===== src/rtl/pc_fetch_seq_pkg.sv =====
// pc_fetch_seq_pkg: shared state encoding, default vectors and alignment helper
package pc_fetch_seq_pkg;
    typedef enum logic [1:0] {
        IDLE = 2'd0,
        REQ  = 2'd1,
        HOLD = 2'd2
    } state_t;
    localparam logic [31:0] RESET_PC_DEF = 32'h0000_3000;
    localparam logic [31:0] EXC_PC_DEF   = 32'h0000_4180;
    localparam logic [1:0]  ALIGN_OK     = 2'b00;
    function automatic logic aligned(input logic [31:0] a);
        return a[1:0] == ALIGN_OK;
    endfunction
endpackage


===== src/rtl/pc_fetch_seq.sv =====
// pc_fetch_seq: fetch-stage sequencer owning the PC and the imem request handshake
module pc_fetch_seq
    import pc_fetch_seq_pkg::*;
#(
    parameter logic [31:0] RESET_PC = RESET_PC_DEF,
    parameter logic [31:0] EXC_PC   = EXC_PC_DEF
) (
    input  logic        clk,
    input  logic        reset,
    input  logic [31:0] npc_in,
    input  logic        stall,
    input  logic        exc_req,
    output logic        imem_req,
    output logic [31:0] imem_addr,
    input  logic        imem_ack,
    input  logic [31:0] imem_rdata,
    output logic [31:0] pc_f,
    output logic [31:0] pc4_f,
    output logic [31:0] instr_f,
    output logic        instr_valid_f,
    output logic        adel_f
);
    state_t      state, state_nxt;
    logic [31:0] pc, pc_nxt;
    logic [31:0] req_addr, req_nxt;
    logic [31:0] instr_q, instr_nxt;
    logic        drop, drop_nxt;

    // register all sequencer state; reset takes effect without waiting for a clock
    always_ff @(posedge clk or posedge reset) begin
        if (reset) begin
            state    <= IDLE;
            pc       <= RESET_PC;
            req_addr <= RESET_PC;
            instr_q  <= '0;
            drop     <= 1'b0;
        end else begin
            state    <= state_nxt;
            pc       <= pc_nxt;
            req_addr <= req_nxt;
            instr_q  <= instr_nxt;
            drop     <= drop_nxt;
        end
    end

    // next-state logic; exc_req overrides everything, a pending request is drained via drop
    always_comb begin
        state_nxt = state;
        pc_nxt    = pc;
        req_nxt   = req_addr;
        instr_nxt = instr_q;
        drop_nxt  = drop;
        if (exc_req) begin
            pc_nxt = EXC_PC;
            if (state == REQ) begin
                req_nxt  = imem_ack ? EXC_PC : req_addr;
                drop_nxt = !imem_ack;
            end else begin
                req_nxt   = EXC_PC;
                state_nxt = REQ;
            end
        end else begin
            case (state)
                IDLE: begin
                    if (aligned(pc)) begin
                        req_nxt   = pc;
                        state_nxt = REQ;
                    end else begin
                        instr_nxt = '0;
                        state_nxt = HOLD;
                    end
                end
                REQ: begin
                    if (imem_ack && drop) begin
                        drop_nxt = 1'b0;
                        req_nxt  = pc;
                    end else if (imem_ack) begin
                        instr_nxt = imem_rdata;
                        state_nxt = HOLD;
                    end
                end
                HOLD: begin
                    if (!stall) begin
                        pc_nxt = npc_in;
                        if (aligned(npc_in)) begin
                            req_nxt   = npc_in;
                            state_nxt = REQ;
                        end else begin
                            instr_nxt = '0;
                        end
                    end
                end
                default: state_nxt = IDLE;
            endcase
        end
    end

    assign imem_req      = state == REQ;
    assign imem_addr     = req_addr;
    assign pc_f          = pc;
    assign pc4_f         = pc + 32'd4;
    assign instr_f       = instr_q;
    assign instr_valid_f = state == HOLD;
    assign adel_f        = instr_valid_f && !aligned(pc);
endmodule


===== config.mk =====
export PLATFORM = sky130hd
export DESIGN_NAME = pc_fetch_seq
export DESIGN_NICKNAME = d
export VERILOG_FILES = /design/src/rtl/pc_fetch_seq_pkg.sv /design/src/rtl/pc_fetch_seq.sv
export SDC_FILE = /design/constraint.sdc
export NUM_CORES = 1
export LEC_CHECK = 0
export ABC_AREA = 0
export CAP_MARGIN = 20
export CORE_MARGIN = 2
export CORE_UTILIZATION = 34
export DETAILED_ROUTE_END_ITERATION = 8
export GPL_ROUTABILITY_DRIVEN = 0
export GPL_TIMING_DRIVEN = 0
export PLACE_DENSITY = 0.73
export SYNTH_ARGS = -nofsm -noshare
export SYNTH_HDL_FRONTEND = slang
export SYNTH_SLANG_ARGS = --single-unit

===== constraint.sdc =====
create_clock -name clk -period 9.36 [get_ports clk]
set_input_delay 1.872 -clock clk [delete_from_list [all_inputs] [get_ports clk]]
set_output_delay 1.872 -clock clk [all_outputs]
set_load 0.02 [all_outputs]

==> results by group <==
Clock tree
  • Maximum clock insertion buffer count: 2
  • Post-CTS setup buffers: 0
  • Worst-path clk slew: 0.07 ns
  • Clk Latency, worst-skew pair: 0.33 ns
  • Root cell of the clock tree: clkbuf_16
  • TritonCTS clock tree: done
  • Num CTS Buffers: 9
  • CTS resizes: 0
  • H-tree depth: 3
  • Clk sink count: 99
  • CTS Hold Bufs: 0

Worst setup path
  • Critical path required time: between 7 and 8 ns
  • Crit path cell chain: clkbuf_1 > nand4_1 > nor4_1 > buf_2 > nand4_1 > xnor2_1 > clkdlybuf4s50_1
  • Worst path bufs/invs: 3
  • Critical-path top delay cell: nor4_1
  • CP max FO: 10
  • Crit. End Element: output pin
  • Crit path top cell by count: nand4_1
  • CP startpoint kind: flop
  • Critical path type: flop to output pin
  • Max incr delay on CP: 0.68 ns
  • Delay-heaviest family, CP: buffers and inverters
  • Critical path arrival: 3.12 ns

Synth
  • Synthesized area per cell: 9.81 sq um
  • Warnings, synthesis: 0
  • Async set or reset register ratio after synthesis: 100%
  • Number of flops mapped to enable cells by yosys: 0
  • Top_reg_cell synth: dfrtp_1
  • Post-synthesis sequential area ratio: about half
  • Synth Register Bits: slightly below 100
  • Post-Syn Area: between 4000 and 5000 sq um
  • Post-synthesis cell type count: 38
  • Syn Inst Count: between 500 and 600
  • Mapped Nets: 571

Detailed routing
  • Number of remaining DRC errors: 0
  • TritonRoute pass-1 iters: 4
  • Via count: 4511
  • DRT Wirelength: between 15 and 20 mm
  • Number of DRC markers in iteration 0: ~340
  • Antenna Nets Post-Route: 0
  • Via density: 5.03
  • Routed length per instance: around 17 microns

GRT
  • Vias in the first global route: ~4600
  • Initial antenna violation count: 0
  • Largest net degree at the start of global routing: slightly above 60
  • GRT Total Usage: 19.7%
  • Total congestion overflow: 0
  • First-pass GRT wire length: 24.4 mm

Timing
  • Post-route setup TNS: 0 ns
  • Final min period: 5.00 ns
  • Slew margin rel.: 50.0%
  • Final setup fails: 0
  • Fin. Hold Viols: 0
  • Fmax: 200 MHz
  • Tightest Pin Transition: 0.744 ns
  • Max-slew violations: 0
  • Final hold slack: around 0.5 ns
  • Clock Skews: 0.00573 ns
  • Unrepaired setup endpoints after global routing: no
  • Fin crit share: 53.4%

Layout
  • Inserted Diodes: 0
  • Core Util, Final: 53.3%
  • Filler Cell Count: 1281
  • Layout cells sized above 1: 10.6%
  • P&R area growth vs syn: 51.8%
  • Layout Nets: 781

Pwr
  • P_leak: between 0.003 and 0.004 uW
  • Max VDD drop: between 0.0001 and 0.00015 V
  • P per Cell Area: around 220 nW/um^2

Floorplanning
  • Die ar.: roughly 15000 sq um
  • Die width: 124 microns
  • Initial Util: around a third
  • Core area: 14000 sq um
  • Site Rows: 43
  • Die H: roughly 120 microns
  • I/O pin count: 200

Place
  • Post-DP HPWL: roughly 12 mm
  • Port Buffers: around 200

Worst hold path
  • Worst Hold Class: flop to flop

Run
  • Max-cap viol count: 0

Run status
  • Status: completed
area by class of cell:
type | count | area [sq um] | share of cell area, %
Buffer | 39 | 206 | 2.77
Sequential cell | 99 | 2480 | 33.3
Clock buffer | 12 | 256 | 3.44
Tap cell | 180 | 225 | 3.02
Multi-Input combinational cell | 359 | 2210 | 29.6
Inverter | 4 | 17.5 | 0.235
Timing Repair Buffer | 199 | 2010 | 26.9
Clock inverter | 4 | 50.0 | 0.671
layout by cell type, fill, tap and decap left out, types with 9 or more instances in the layout:
| master | count |
|---|---|
| xnor2_1 | 20 |
| buf_2 | 12 |
| dfrtp_1 | 95 |
| clkdlybuf4s50_1 | 198 |
| a21oi_1 | 61 |
| mux2_4 | 10 |
| nand4_1 | 11 |
| a22o_1 | 32 |
| clkbuf_1 | 21 |
| nand3_1 | 14 |
| mux2_2 | 20 |
| nand2_1 | 135 |
| clkbuf_16 | 9 |
per-layer routing:
layer,vias to the layer above,global-route usage (%),wire length (microns)
met3,20,5.59,1140
met5,-,0,0
met1,2162,24.6,6340
met2,185,32.5,7570
met4,0,6.94,350
li1,2144,-,-
kinds of logic (layout without fill, tap and decap cells):
logic type,after synthesis,count (layout),share of synthesized area [%]
buffers and inverters,43,258,4.51
XOR/XNOR,28,28,4.99
multiplexers,32,32,8.10
AO/OA/AOI/OAI,102,102,13.7
flip-flops,99,99,50.5
AND/OR/NAND/NOR,196,196,17.9
adder cells (fa/ha/maj),1,1,0.255
registers in the layout (all words and copies together) (netlist names):
name and cells:
drop 1, imem_addr 32, instr_f 32, pc_f 32
state 2
report_power, final:
| group | leakage [uW] | internal, uW | switching (uW) |
|---|---|---|---|
| Clock | 0.000145 | 222 | 157 |
| Combinational | 0.00158 | 339 | 337 |
| Sequential | 0.00129 | 516 | 64.6 |
cells in the mapped netlist, types with 2 or more instances:
| library cell | instances | area (sq um) |
|---|---|---|
| a211o_1 | 2 | 17.5 |
| a21oi_1 | 61 | 305 |
| a22o_1 | 32 | 280 |
| and3_1 | 7 | 43.8 |
| and4_1 | 2 | 17.5 |
| buf_2 | 12 | 60.1 |
| buf_4 | 2 | 15.0 |
| buf_6 | 5 | 56.3 |
| clkbuf_1 | 20 | 75.1 |
| dfrtp_1 | 95 | 2380 |
| dfstp_2 | 4 | 105 |
| inv_1 | 3 | 11.3 |
| mux2_1 | 2 | 22.5 |
| mux2_2 | 20 | 225 |
| mux2_4 | 10 | 150 |
| nand2_1 | 135 | 507 |
| nand2b_1 | 2 | 12.5 |
| nand3_1 | 14 | 70.1 |
| nand3b_1 | 6 | 45.0 |
| nand4_1 | 11 | 68.8 |
| nor2_1 | 8 | 30.0 |
| nor3_1 | 5 | 25.0 |
| nor4_1 | 2 | 12.5 |
| xnor2_1 | 20 | 175 |
| xor2_1 | 8 | 70.1 |
worst register-to-register path: cells and delay by family (launching register included):
| family | cells | cell delay (ns) |
|---|---|---|
| AO/OA/AOI/OAI | 1 | 0.15 |
| buffers and inverters | 3 | 0.51 |
| flip-flops | 1 | 0.38 |
| multiplexers | 1 | 0.35 |
| AND/OR/NAND/NOR | 2 | 0.49 |
worst paths after layout:
check	from	endpoint	slack, ns	depth (start not counted)
min	imem_addr[10]$_DFFE_PP0P_	imem_addr[10]$_DFFE_PP0P_	0.50	1
min in group asynchronous	reset	instr_f[7]$_DFFE_PP0P_	1.93	2
max reg2reg	state[0]$_DFFE_PP0P_	imem_addr[22]$_DFFE_PP0P_	7.38	7
max	pc_f[16]$_DFFE_PP0P_	pc4_f[23]	4.36	7
min reg2reg	imem_addr[10]$_DFFE_PP0P_	imem_addr[10]$_DFFE_PP0P_	0.50	1
max in group asynchronous	reset	imem_addr[31]$_DFFE_PP0P_	6.76	3
through the flow:
step | power (uW) | cells | setup slack [ns] | area (sq um)
after floorplan | 971 | 501 | 4.90 | 4910
after global placement | 1250 | 879 | 3.48 | 7120
after detailed placement | 1270 | 880 | 4.68 | 7150
after CTS | 1650 | 896 | 4.29 | 7460
after global routing | 1720 | 896 | 4.22 | 7460
final | 1630 | 896 | 4.36 | 7460
(Power assumes the default switching activity.)
